===== src/rtl/mem_arb_pkg.sv =====
// Shared types for the instruction/data memory arbiter.
// Holds the FSM state encoding and the requester IDs.
package mem_arb_pkg;

  typedef enum logic [1:0] {
    IDLE = 2'd0,
    BUSY = 2'd1,
    RESP = 2'd2
  } state_e;

  localparam logic REQ_IF = 1'b0;
  localparam logic REQ_D  = 1'b1;

  function automatic logic is_data(
    input logic id
  );
    return id == REQ_D;
  endfunction

endpackage


===== src/rtl/mem_arb_pick.sv =====
// Combinational winner select for the memory arbiter.
// MEM_ARB_RR_EN: alternate on contention, else data beats fetch.
module mem_arb_pick
  import mem_arb_pkg::*;
(
  input  logic if_req,
  input  logic d_req,
  input  logic last_grant,
  output logic win
);

`ifdef MEM_ARB_RR_EN
  always_comb begin
    win = REQ_IF;
    unique case (1'b1)
      (if_req && d_req):  win = ~last_grant;
      (d_req && !if_req): win = REQ_D;
      default:            win = REQ_IF;
    endcase
  end
`else
  logic unused_in;
  assign unused_in = last_grant | if_req;

  always_comb begin
    win = REQ_IF;
    if (d_req) win = REQ_D;
  end
`endif

endmodule


===== src/rtl/mem_arbiter.sv =====
// Single-port memory arbiter between fetch and load/store paths.
// Build with MEM_ARB_RR_EN for round-robin on contention.
module mem_arbiter
  import mem_arb_pkg::*;
#(
  parameter int ADDR_W = 32,
  parameter int DATA_W = 32
) (
  input  logic              clk,
  input  logic              rst,
  input  logic              if_req,
  input  logic [ADDR_W-1:0] if_addr,
  output logic              if_valid,
  output logic [DATA_W-1:0] if_rdata,
  input  logic              d_req,
  input  logic              d_we,
  input  logic [ADDR_W-1:0] d_addr,
  input  logic [DATA_W-1:0] d_wdata,
  output logic              d_valid,
  output logic [DATA_W-1:0] d_rdata,
  output logic              mem_req,
  output logic              mem_we,
  output logic [ADDR_W-1:0] mem_addr,
  output logic [DATA_W-1:0] mem_wdata,
  input  logic              mem_ack,
  input  logic [DATA_W-1:0] mem_rdata,
  output logic              busy
);

  state_e            state_q;
  logic              win_d;
  logic              win_q;
  logic              last_grant;
  logic              grant;
  logic              mem_req_q;
  logic              mem_we_q;
  logic [ADDR_W-1:0] mem_addr_q;
  logic [DATA_W-1:0] mem_wdata_q;
  logic [DATA_W-1:0] if_rdata_q;
  logic [DATA_W-1:0] d_rdata_q;
  logic              if_valid_q;
  logic              d_valid_q;
  logic              busy_q;

  assign grant = (state_q == IDLE) && (if_req || d_req);

  mem_arb_pick u_pick (
    .if_req     (if_req),
    .d_req      (d_req),
    .last_grant (last_grant),
    .win        (win_d)
  );

`ifdef MEM_ARB_RR_EN
  logic last_grant_q;

  always_ff @(posedge clk or negedge rst) begin
    if (!rst) begin
      last_grant_q <= REQ_IF;
    end else if (grant) begin
      last_grant_q <= win_d;
    end
  end

  assign last_grant = last_grant_q;
`else
  assign last_grant = REQ_IF;
`endif

  always_ff @(posedge clk or negedge rst) begin
    if (!rst) begin
      state_q     <= IDLE;
      win_q       <= REQ_IF;
      mem_req_q   <= 1'b0;
      mem_we_q    <= 1'b0;
      mem_addr_q  <= '0;
      mem_wdata_q <= '0;
      if_rdata_q  <= '0;
      d_rdata_q   <= '0;
      if_valid_q  <= 1'b0;
      d_valid_q   <= 1'b0;
      busy_q      <= 1'b0;
    end else begin
      if_valid_q <= 1'b0;
      d_valid_q  <= 1'b0;
      unique case (state_q)
        IDLE: begin
          if (grant) begin
            state_q   <= BUSY;
            win_q     <= win_d;
            mem_req_q <= 1'b1;
            busy_q    <= 1'b1;
            if (is_data(win_d)) begin
              mem_we_q    <= d_we;
              mem_addr_q  <= d_addr;
              mem_wdata_q <= d_wdata;
            end else begin
              mem_we_q    <= 1'b0;
              mem_addr_q  <= if_addr;
            end
          end
        end
        BUSY: begin
          if (mem_ack) begin
            state_q   <= RESP;
            mem_req_q <= 1'b0;
            mem_we_q  <= 1'b0;
            // valid rises with RESP so it lasts exactly that cycle
            if (is_data(win_q)) begin
              d_valid_q <= 1'b1;
              if (!mem_we_q) d_rdata_q <= mem_rdata;
            end else begin
              if_valid_q <= 1'b1;
              if_rdata_q <= mem_rdata;
            end
          end
        end
        RESP: begin
          state_q <= IDLE;
          busy_q  <= 1'b0;
        end
        default: begin
          state_q   <= IDLE;
          mem_req_q <= 1'b0;
          mem_we_q  <= 1'b0;
          busy_q    <= 1'b0;
        end
      endcase
    end
  end

  assign mem_req   = mem_req_q;
  assign mem_we    = mem_we_q;
  assign mem_addr  = mem_addr_q;
  assign mem_wdata = mem_wdata_q;
  assign if_rdata  = if_rdata_q;
  assign d_rdata   = d_rdata_q;
  assign if_valid  = if_valid_q;
  assign d_valid   = d_valid_q;
  assign busy      = busy_q;

endmodule


===== config.mk =====
export PLATFORM = sky130hd
export DESIGN_NAME = mem_arbiter
export DESIGN_NICKNAME = d
export VERILOG_FILES = /design/src/rtl/mem_arb_pkg.sv /design/src/rtl/mem_arb_pick.sv /design/src/rtl/mem_arbiter.sv
export SDC_FILE = /design/constraint.sdc
export NUM_CORES = 1
export LEC_CHECK = 0
export CORE_MARGIN = 3
export CORE_UTILIZATION = 41
export DETAILED_ROUTE_END_ITERATION = 7
export PLACE_DENSITY = 0.88
export SKIP_LAST_GASP = 1
export SYNTH_ARGS = -nofsm -noshare
export SYNTH_HDL_FRONTEND = slang
export SYNTH_SLANG_ARGS = --single-unit

===== constraint.sdc =====
create_clock -name clk -period 2.08 [get_ports clk]
set_clock_uncertainty 0.1 [all_clocks]
set_input_delay 0.52 -clock clk [delete_from_list [all_inputs] [get_ports clk]]
set_output_delay 0.52 -clock clk [all_outputs]
set_load 0.01 [all_outputs]

# Word level (Yosys, flattened, before mapping)
# Cells that the tools add are included.
# word_totals
register_bits	136
input_bits	134
output_inout_bits	133
wordCells	47
# classes
n_eq_ne	4
n_mux	18
bitwise	4
n_reduce_logical	10
# ops
cell	n
$mux W32	1
$mux W1	11
$reduce_and A3 Y1	3
$pmux W1 S3	2
$reduce_and A2 Y1	3
$mux W2	2
$ne A2 B2 Y1 const B	2
$not A1 Y1	4
$pmux W2 S2	1
$reduce_and A4 Y1	1
$eq A2 B1 Y1 const B	1
$eq A2 B2 Y1 const B	1
$logic_not A2 Y1	1
$pmux W1 S2	1
$logic_and A1 B1 Y1	1
$logic_or A1 B1 Y1	1

# Longest topological paths before layout
# Gate-level depths: netlist of run 1.
# logic_depth
word_depth	4
ltp_mapped	5
mapped_depth_nobuf	3

# Cells and area by module
# A second synthesis of run 1 with hierarchy kept.
# hier_totals
cells_unflattened	335
hier_area_um2	5562.8
# by_module_without_submodules
module	n_inst	cells_per_inst	area_each_um2	seq_area_each_um2
mem_arbiter	1	334	5555.3	3403.3
mem_arb_pick	1	1	7.5	0.0

# Worst setup path after synthesis of run 1
# OpenSTA, ideal clock, no wires.
# synth_path
path_type	input-to-reg
startpoint	input port d_req
endpoint	register mem_addr_q[10] (netlist: mem_addr[10])
setup_ns	0.125
arrival_ns	1.464
t_required_ns	1.855
setup_slack_ns	0.391
path_stages	4
cell_sequence	buf_2 buf_2 mux2_2 mux2_2
# synth_via
elab_chain_cells	3
# synth_rtl
element	line	source
start, declared	mem_arbiter.sv:15	input logic d_req,
$logic_or A1 B1 Y1	mem_arbiter.sv:45	assign grant = (state_q == IDLE) && (if_req || d_req);
$logic_and A1 B1 Y1	mem_arbiter.sv:45	
$reduce_and A2 Y1 (no line)	n/a	
end signal, assigned	mem_arbiter.sv:95	mem_addr_q <= d_addr;
end signal, assigned	mem_arbiter.sv:99	mem_addr_q <= if_addr;
end, declared	mem_arbiter.sv:37	logic [ADDR_W-1:0] mem_addr_q;
# Several ways; a longest one is shown, not always the timed one.
# A chain may end at the register's enable or synchronous reset.

# Worst setup path in the final report of run 1
# layout_path
startpoint	register d_rdata_q[0] (netlist: d_rdata[0])
endpoint	output port d_rdata[0]
# layout_lines
element	line	source
start, declared	mem_arbiter.sv:40	logic [DATA_W-1:0] d_rdata_q;
start signal, assigned	mem_arbiter.sv:111	if (!mem_we_q) d_rdata_q <= mem_rdata;
end, declared	mem_arbiter.sv:20	output logic [DATA_W-1:0] d_rdata,
# No word-level cell between the ends.

==> results.json, run 1 <==
{
  "status": "completed",
  "grt_use_total_pct": 20.1,
  "clk_pin_slew_ns": 0.06,
  "initial_core_util_pct": 42.6,
  "path_max_fanout": 2,
  "wl_met2_um": 7890,
  "cellPowerDensity_nw_per_um2": 1540,
  "cts_buffer_depth": 2,
  "synth_nets": 467,
  "fin_cells": 802,
  "routed_wl_um": 15200,
  "antenna_found_initial": 1,
  "hold_depth": 2,
  "synth_top_area_share_pct": 59.4,
  "synth_cell_types": 20,
  "syn_inst": 333,
  "fin_nets": 748,
  "ys_ff_latch": 136,
  "whs_endpoint": "mem_req$_DFFE_PN0P_",
  "rr_worst_depth": 4,
  "drc_errors": 0,
  "hp-start": "mem_req$_DFFE_PN0P_",
  "top_layer": "met5",
  "io_pins": 267,
  "synthTopCellsByArea": "dfrtp_1 (59%), mux2_2 (20%), mux2_4 (15%)",
  "final_hold_viol_count": 0,
  "met3WireLength_um": 1600,
  "rows": 42,
  "seqCellArea_um2": 3400,
  "ys_async_sr_fraction_pct": 100,
  "synthTopCellsByCount": "dfrtp_1 (136), mux2_2 (101), mux2_4 (59)",
  "whs_ns": 0.401,
  "ant_nets": 0,
  "fin_tns_setup_ns": 0,
  "grt_setup_unrepaired": "no",
  "finalCriticalPeriod_ns": 1.98,
  "die_h_um": 124,
  "post-synth-top-count-cell": "dfrtp_1",
  "gp_congestion": 0.808,
  "crit_slowest_cell": "clkdlybuf4s50_1",
  "numCtsBuffers": 17,
  "drt_iter0_markers": 141,
  "max_slew_margin_pct": 78.6,
  "fmax_ghz": 0.506,
  "overflow": 0,
  "drv_slew": 0,
  "io_buffer_count": 266,
  "grt_pass1_wl_um": 23200,
  "num_vias": 3841,
  "synth_area_leader_cell": "dfrtp_1",
  "critPathBufInv": 1,
  "clock_latency_ns": 0.41,
  "grt_start_max_net_pins": 60,
  "via_per_inst": 4.79,
  "htree_levels": 4,
  "cts_sinks": 136,
  "drive_gt1_share_pct": 33.1,
  "place_inst": 770,
  "drtPass1Iterations": 4,
  "cp.required_ns": 1.46,
  "synthToLayoutAreaGrowth_pct": 60.9,
  "arrival_ns": 1.36,
  "wl_per_cell_um": 19.0,
  "multi_input_area_um2": 2140,
  "fillerInstances": 900,
  "synth.avg_cell_area_um2": 17.2,
  "dieWidth_um": 124,
  "cap_violations": 0,
  "post-route-period-util_pct": 95.1,
  "critPathLaunch": "d_rdata[0]$_DFFE_PN0P_",
  "p_total_mw": 14.2,
  "synth_seq_area_share_pct": 59.4,
  "cts_tree": "yes",
  "post-cts-setup-buffers": 0,
  "critPathCaptureType": "output port",
  "worst_slew_pin_slew_ns": 0.322,
  "critPathLaunchType": "register",
  "peakVddDrop_uv": 908,
  "path_class": "register to output port",
  "fin_util_pct": 68.5,
  "core-area_um2": 13500,
  "setup_viol": 0,
  "hp-class": "register to register",
  "ys.flop_type": "dfrtp_1",
  "die-area_um2": 15400,
  "hpwl_um": 11300,
  "crit_family": "buffers and inverters",
  "yosysWarnings": 0,
  "max_stage_delay_ns": 0.58,
  "r2r_start": "state_q[0]$_DFFE_PN0P_",
  "netlist_area_um2": 5730,
  "p_leak_nw": 3.90,
  "m1WireLength_um": 5490,
  "n_antenna_cell": 0,
  "clockRootBuffer": "clkbuf_16",
  "r2r-end": "mem_wdata[16]$_DFFE_PN0P_",
  "synth_edf_count": 0,
  "path_cells": "clkdlybuf4s50_1",
  "grt_pass1_vias": 4281,
  "r2r_setup_slack_ns": 0.38
}
==> per-stage QoR <==
step,setup WS (ns),cell area [µm²]
finish,0.102,9220
global route,0.0540,9220
CTS,0.00826,9210
detailed placement,-0.134,8610
global placement,-0.114,8610
floorplan,0.391,5730
==> flip-flops by register name, indices dropped and copies added (netlist names) <==
name / count
busy: 1
d_rdata: 32
d_valid: 1
if_rdata: 32
if_valid: 1
mem_addr: 32
mem_req: 1
mem_wdata: 32
mem_we: 1
state_q: 2
win_q: 1
==> power by group <==
part | total [mW] | switching (mW) | internal, mW
clock network | 2.98 | 1.13 | 1.86
registers | 4.79 | 0.791 | 4.00
logic | 6.44 | 2.22 | 4.22
total | 14.2 | 4.13 | 10.1
==> how the worst max path moves through the flow <==
stage                                     endpoint  slack (ns)  depth (start not counted)
after floorplan           mem_addr[10]$_DFFE_PN0P_        0.39                          4
after global placement     d_rdata[31]$_DFFE_PN0P_       -0.11                          5
after detailed placement  if_rdata[23]$_DFFE_PN0P_       -0.13                          5
after CTS                                   mem_we       0.008                          1
after global routing                   mem_addr[3]        0.05                          1
final                                   d_rdata[0]        0.10                          1
==> layout make-up <==
cell class	instances	share of cell area, %
multi-input cells	177	23.2
inverters	1	0.0407
clock inverters	10	1.29
flip-flops and latches	136	36.9
clock buffers	21	5.11
well taps	176	2.39
repair buffers	281	31.0
==> placed cells by master, fill, tap and decap left out <==
master,netlist,final
buf_4,6,8
inv_1,1,1
o21a_1,1,1
nor2_1,1,1
and4b_1,1,1
nand2b_1,1,1
bufinv_16,0,2
and2_1,1,1
and3b_1,1,1
buf_6,5,1
clkinv_4,0,2
nand2_1,3,3
mux2_2,101,101
clkbuf_8,0,3
buf_12,3,6
clkbuf_16,0,17
dfrtp_1,136,136
clkbuf_1,0,1
o21ai_0,4,4
a32o_1,1,1
dlymetal6s2s_1,0,1
clkdlybuf4s50_1,0,264
nor2b_4,1,2
mux2_4,59,59
clkinv_2,0,2
a21o_1,1,1
dlygate4sd3_1,0,1
inv_6,0,1
clkinvlp_4,0,3
==> routing by layer <==
layer / global-route usage [%] / vias up
li1: - / 1738
met1: 22.2 / 1908
met5: 0 / -
met3: 9.63 / 18
met4: 6.02 / 2
met2: 34.3 / 175
==> tightest hold or removal path, delay by kind of cell, from the launching register on <==
kind / cells / cell delay (ns)
flops: 1 / 0.36
simple gates: 2 / 0.12
==> logic make-up (layout without fill, tap and decap cells) <==
logic type             count (synthesis)  after routing  synth area share, %
AO/OA/AOI/OAI                          7              7                0.786
buffers and inverters                 20            313                 3.32
flip-flops                           136            136                 59.4
multiplexers                         160            160                 35.3
AND/OR/NAND/NOR                       10             10                 1.16
==> repair_timing <==
action,in CTS,in global routing
resized for setup,0,1
setup endpoints to repair,0,1
hold buffers,1,0
hold endpoints to repair,27,0
Note: power is estimated with default switching activity, not from simulation.
==> run 2: changes to the inputs <==
--- a/config.mk
+++ b/config.mk
@@ -5,10 +5,13 @@
 export SDC_FILE = /design/constraint.sdc
 export NUM_CORES = 1
 export LEC_CHECK = 0
-export CORE_MARGIN = 3
-export CORE_UTILIZATION = 41
+export CORE_AREA = 3 3 103 105
+export CTS_CLUSTER_DIAMETER = 80
 export DETAILED_ROUTE_END_ITERATION = 7
-export PLACE_DENSITY = 0.88
+export DIE_AREA = 0 0 106 108
+export DONT_BUFFER_PORTS = 1
+export PLACE_DENSITY = 0.81
+export SETUP_SLACK_MARGIN = 0.15
 export SKIP_LAST_GASP = 1
 export SYNTH_ARGS = -nofsm -noshare
 export SYNTH_HDL_FRONTEND = slang
==> run 2 against run 1 <==
  * The run now ends with hold timing left
  * Die area down 26%
  * Combinational power shrank 60%
  * Setup slack better by 0.24 ns
  * Critical path depth increased by 3
  * Non-clock buffer count is 273 lower
  * Count of clock-buffer cells in the layout down 3
==> results.json, run 2 (synthesis gave the netlist of run 1 again) <==
{
  "place_inst": 454,
  "cts_buffer_depth": 2,
  "initial_core_util_pct": 58.9,
  "grt_start_max_net_pins": 137,
  "core-area_um2": 9730,
  "max_stage_delay_ns": 0.42,
  "drc_errors": 0,
  "drt_iter0_markers": 170,
  "critPathBufInv": 1,
  "num_vias": 2784,
  "synthToLayoutAreaGrowth_pct": 12.3,
  "cts_tree": "yes",
  "htree_levels": 4,
  "max_slew_margin_pct": 74.1,
  "arrival_ns": 2.03,
  "overflow": 0,
  "numCtsBuffers": 17,
  "p_leak_nw": 2.81,
  "drtPass1Iterations": 4,
  "wl_per_cell_um": 23.6,
  "layout_common_cells": "dfrtp_1 (136), mux2_2 (101), mux2_4 (59)",
  "io_pins": 267,
  "hpwl_um": 8080,
  "fin_cells": 487,
  "clock_latency_ns": 0.51,
  "grt_pass1_vias": 3132,
  "path_max_fanout": 12,
  "path_cells": "and4b_1, nor2b_4, buf_12, mux2_2",
  "die-area_um2": 11400,
  "rows": 36,
  "crit_slowest_cell": "dfrtp_1",
  "die_h_um": 108,
  "post-route-period-util_pct": 83.3,
  "cts_sinks": 136,
  "dp_slack_ns": 0.309,
  "violations": "hold timing",
  "cap_violations": 0,
  "critPathLaunchType": "register",
  "cp.required_ns": 2.37,
  "post-cts-setup-buffers": 0,
  "fin_nets": 475,
  "dieWidth_um": 106,
  "worst_slew_pin_slew_ns": 0.384,
  "clockRootBuffer": "clkbuf_8",
  "setup_viol": 0,
  "fin_util_pct": 66.1,
  "path_class": "register to register",
  "cts_resized": 0,
  "status": "complete, but fails checks",
  "gp_congestion": 0.730,
  "antenna_found_initial": 0,
  "layout_setup_ws_ns": 0.347,
  "fmax_ghz": 0.577,
  "routed_wl_um": 11500,
  "n_antenna_cell": 0,
  "fillerInstances": 714,
  "cellPowerDensity_nw_per_um2": 1760,
  "hold_buffers": 1,
  "via_per_inst": 5.72,
  "final_common_cell": "dfrtp_1",
  "fin_tns_setup_ns": 0,
  "ant_nets": 0,
  "crit_family": "simple AND/OR/NAND/NOR gates",
  "drv_slew": 0,
  "hp-class": "primary input to asynchronous set/reset pin",
  "critPathCaptureType": "register",
  "io_buffer_count": 0,
  "finalCriticalPeriod_ns": 1.73,
  "grt_setup_unrepaired": "no",
  "final_hold_viol_count": 136,
  "clk_pin_slew_ns": 0.06,
  "whs_ns": -0.402,
  "peakVddDrop_uv": 850,
  "drive_gt1_share_pct": 56.5,
  "grt_pass1_wl_um": 17800,
  "grt_use_total_pct": 20.4
}
run 2: per-layer routing:
| metal | global-route usage [%] | vias to the layer above | wire length, µm |
|---|---|---|---|
| li1 | - | 1196 | - |
| met1 | 23.3 | 1414 | 4040 |
| met2 | 33.1 | 159 | 5890 |
| met3 | 10.6 | 15 | 1370 |
| met4 | 7.49 | 0 | 177 |
| met5 | 0 | - | 0 |
run 2: path summary, 6_finish.rpt:
| kind | from | endpoint | slack [ns] | depth (start not counted) |
|---|---|---|---|---|
| max | state_q[1]$_DFFE_PN0P_ | d_rdata[0]$_DFFE_PN0P_ | 0.35 | 4 |
| min | rst | d_rdata[14]$_DFFE_PN0P_ | -0.40 | 0 |
| min in group clk | d_we | mem_we$_DFFE_PN0P_ | 0.05 | 1 |
| min reg2reg | state_q[1]$_DFFE_PN0P_ | busy$_DFFE_PN0P_ | 0.46 | 1 |
| max in group asynchronous | rst | if_rdata[10]$_DFFE_PN0P_ | 2.11 | 0 |
| max reg2reg | state_q[1]$_DFFE_PN0P_ | d_rdata[0]$_DFFE_PN0P_ | 0.35 | 4 |
run 2: worst register-to-register path: cells and delay by family, from the launching register on:
family / cells / cell delay (ns)
AND/OR/NAND/NOR: 2 / 0.56
flip-flops: 1 / 0.42
multiplexers: 1 / 0.35
buffers and inverters: 1 / 0.20
run 2: area by class of cell:
type | count | area [µm²] | share of cell area, %
sequential | 136 | 3400 | 52.9
tap | 133 | 166 | 2.59
inverter | 1 | 3.75 | 0.0583
clock buffer | 18 | 418 | 6.49
timing repair buffer | 8 | 113 | 1.75
clock inverter | 14 | 189 | 2.94
multi-input combinational | 177 | 2140 | 33.3
run 2: where the power goes:
group / internal [mW] / total, mW / switching (mW)
registers: 4.00 / 5.71 / 1.71
clock network: 1.86 / 3.04 / 1.18
logic: 1.83 / 2.60 / 0.767
total: 7.69 / 11.3 / 3.65
run 2: through the flow:
stage | instance area (µm²) | power (mW) | hold WS (ns)
after floorplan | 5730 | 7.75 | 0.124
after global placement | 5820 | 8.23 | 0.127
after detailed placement | 5820 | 8.37 | 0.127
after CTS | 6430 | 11.5 | -0.428
after global routing | 6430 | 11.9 | -0.433
final | 6430 | 11.3 | -0.402
==> run 3: changes to the inputs <==
--- a/config.mk
+++ b/config.mk
@@ -5,12 +5,12 @@
 export SDC_FILE = /design/constraint.sdc
 export NUM_CORES = 1
 export LEC_CHECK = 0
-export CORE_AREA = 3 3 103 105
+export CORE_MARGIN = 3
+export CORE_UTILIZATION = 57
 export CTS_CLUSTER_DIAMETER = 80
 export DETAILED_ROUTE_END_ITERATION = 7
-export DIE_AREA = 0 0 106 108
 export DONT_BUFFER_PORTS = 1
-export PLACE_DENSITY = 0.81
+export PLACE_DENSITY = 0.83
 export SETUP_SLACK_MARGIN = 0.15
 export SKIP_LAST_GASP = 1
 export SYNTH_ARGS = -nofsm -noshare
==> constraint.sdc (replaced) <==
create_clock -name clk -period 1.5 [get_ports clk]
set_clock_uncertainty 0.1 [all_clocks]
set_input_delay 0.375 -clock clk [delete_from_list [all_inputs] [get_ports clk]]
set_output_delay 0.375 -clock clk [all_outputs]
set_load 0.01 [all_outputs]
==> run 3 against run 2 <==
  * The flow finishes with violations (hold timing, setup timing)
  * Register-to-register slack lost 0.55 ns
  * Sequential power increased by 41%
  * Utilization rose by 11 points
  * Wire length is 28% higher
  * Sequential share of layout area fell by 6.5 points
  * Highest routed layer unchanged
  * Largest power group unchanged
==> results.json, run 3 (synthesis gave the netlist of run 1 again) <==
{
  "p_leak_nw": 3.21,
  "cp.required_ns": 1.78,
  "path_max_fanout": 24,
  "max_slew_margin_pct": 82.5,
  "layout_common_cells": "dfrtp_1 (128), mux2_2 (96), dlygate4sd3_1 (67)",
  "io_pins": 267,
  "drive_gt1_share_pct": 52.2,
  "setup_viol": 128,
  "num_vias": 3200,
  "synthToLayoutAreaGrowth_pct": 28.4,
  "wl_per_cell_um": 26.1,
  "worst_slew_pin_slew_ns": 0.260,
  "cts_sinks": 136,
  "numCtsBuffers": 17,
  "grt_use_total_pct": 25.0,
  "layout_setup_ws_ns": -0.198,
  "cellPowerDensity_nw_per_um2": 2280,
  "cts_tree": "yes",
  "p_total_mw": 16.7,
  "fin_tns_setup_ns": -14.02,
  "htree_levels": 4,
  "path_class": "register to register",
  "grt_start_max_net_pins": 137,
  "cap_violations": 0,
  "routed_wl_um": 14700,
  "post-route-period-util_pct": 113,
  "fin_nets": 556,
  "clockRootBuffer": "clkbuf_8",
  "arrival_ns": 1.98,
  "dieWidth_um": 106,
  "violations": "hold timing, setup timing",
  "final_common_cell": "dfrtp_1",
  "r2r_setup_slack_ns": -0.20,
  "rr_worst_depth": 4,
  "initial_core_util_pct": 60.3,
  "dpl_cell_area_um2": 5870,
  "grt_setup_unrepaired": "yes",
  "drt_iter0_markers": 176,
  "overflow": 0,
  "critPathCaptureType": "register",
  "core-area_um2": 9500,
  "fin_area_um2": 7350,
  "drc_errors": 0,
  "whs_ns": -0.534,
  "peakVddDrop_uv": 989,
  "gp_congestion": 0.739,
  "clock_latency_ns": 0.50,
  "status": "complete, but fails checks",
  "final_hold_viol_count": 136,
  "via_per_inst": 5.67,
  "ant_nets": 0,
  "finalCriticalPeriod_ns": 1.70,
  "fmax_ghz": 0.589,
  "n_antenna_cell": 0,
  "cts_buffer_depth": 2,
  "clk_pin_slew_ns": 0.07,
  "io_buffer_count": 0,
  "die-area_um2": 11300,
  "critPathLaunchType": "register",
  "hold_buffers": 67,
  "rows": 35,
  "grt_pass1_wl_um": 21300,
  "drtPass1Iterations": 4,
  "die_h_um": 106,
  "hpwl_um": 8510,
  "grt_pass1_vias": 3502,
  "antenna_found_initial": 0,
  "hp-class": "primary input to asynchronous set/reset pin",
  "drv_slew": 0
}
run 3: cell count changes in the layout (fill, tap and decap cells not counted), sizes merged:
| cell | before | now |
|---|---|---|
| clkinvlp | 2 | 3 |
| dlygate4sd3 | 1 | 67 |
| clkbuf | 18 | 23 |
| bufinv | 3 | 2 |
| buf | 7 | 17 |
run 3: final timing paths:
path                                         from                       end
hold / removal                                rst  if_rdata[12]$_DFFE_PN0P_
setup / recovery           state_q[1]$_DFFE_PN0P_   d_rdata[28]$_DFFE_PN0P_
setup reg to reg           state_q[1]$_DFFE_PN0P_   d_rdata[28]$_DFFE_PN0P_
min in group clk                          mem_ack       mem_req$_DFFE_PN0P_
hold reg to reg            state_q[1]$_DFFE_PN0P_          busy$_DFFE_PN0P_
max in group asynchronous                     rst  mem_addr[13]$_DFFE_PN0P_
run 3: layer usage:
metal / vias up / routed length [µm] / track usage [%]
li1: 1365 / - / -
met1: 1631 / 5330 / 29.2
met3: 20 / 1420 / 10.6
met2: 184 / 7700 / 42.5
met5: - / 0 / 0
met4: 0 / 265 / 6.38
run 3: layout make-up:
type | instances | area (µm²)
inverters | 1 | 3.75
fillers | 529 | 2150
well taps | 129 | 161
repair buffers | 89 | 1010
clock inverters | 14 | 163
flip-flops and latches | 136 | 3410
multi-input cells | 177 | 2170
clock buffers | 18 | 428
run 3: stage by stage:
step	hold WS, ns	utilization [%]	std cells	setup WS, ns
after global placement	-0.0180	61.8	455	-0.158
after global routing	-0.570	77.4	564	-0.256
final	-0.534	77.4	564	-0.198
after detailed placement	-0.0173	61.8	455	-0.172
after floorplan	-0.0206	-	333	-0.0689
after CTS	-0.563	75.3	556	-0.173
run 3: repair_timing:
| action | in CTS | in global routing |
|---|---|---|
| pin swaps | 0 | 0 |
| buffers inserted | 2 | 2 |
| endpoints found under the setup margin | 262 | 264 |
| resized for setup | 5 | 13 |
| endpoints found under the hold margin | 235 | 136 |
| cloned | 0 | 6 |
run 3: power breakdown:
part | switching, mW | internal, mW
Clock | 1.69 | 2.46
Combinational | 1.43 | 3.09
Sequential | 2.50 | 5.56
Total | 5.62 | 11.1
run 3: worst max-delay path, stage by stage, from the launching register on:
cell and delay [ns]:
dfrtp_2 0.43, and4b_1 0.29, nor2b_4 0.19, buf_12 0.23, mux2_4 0.34
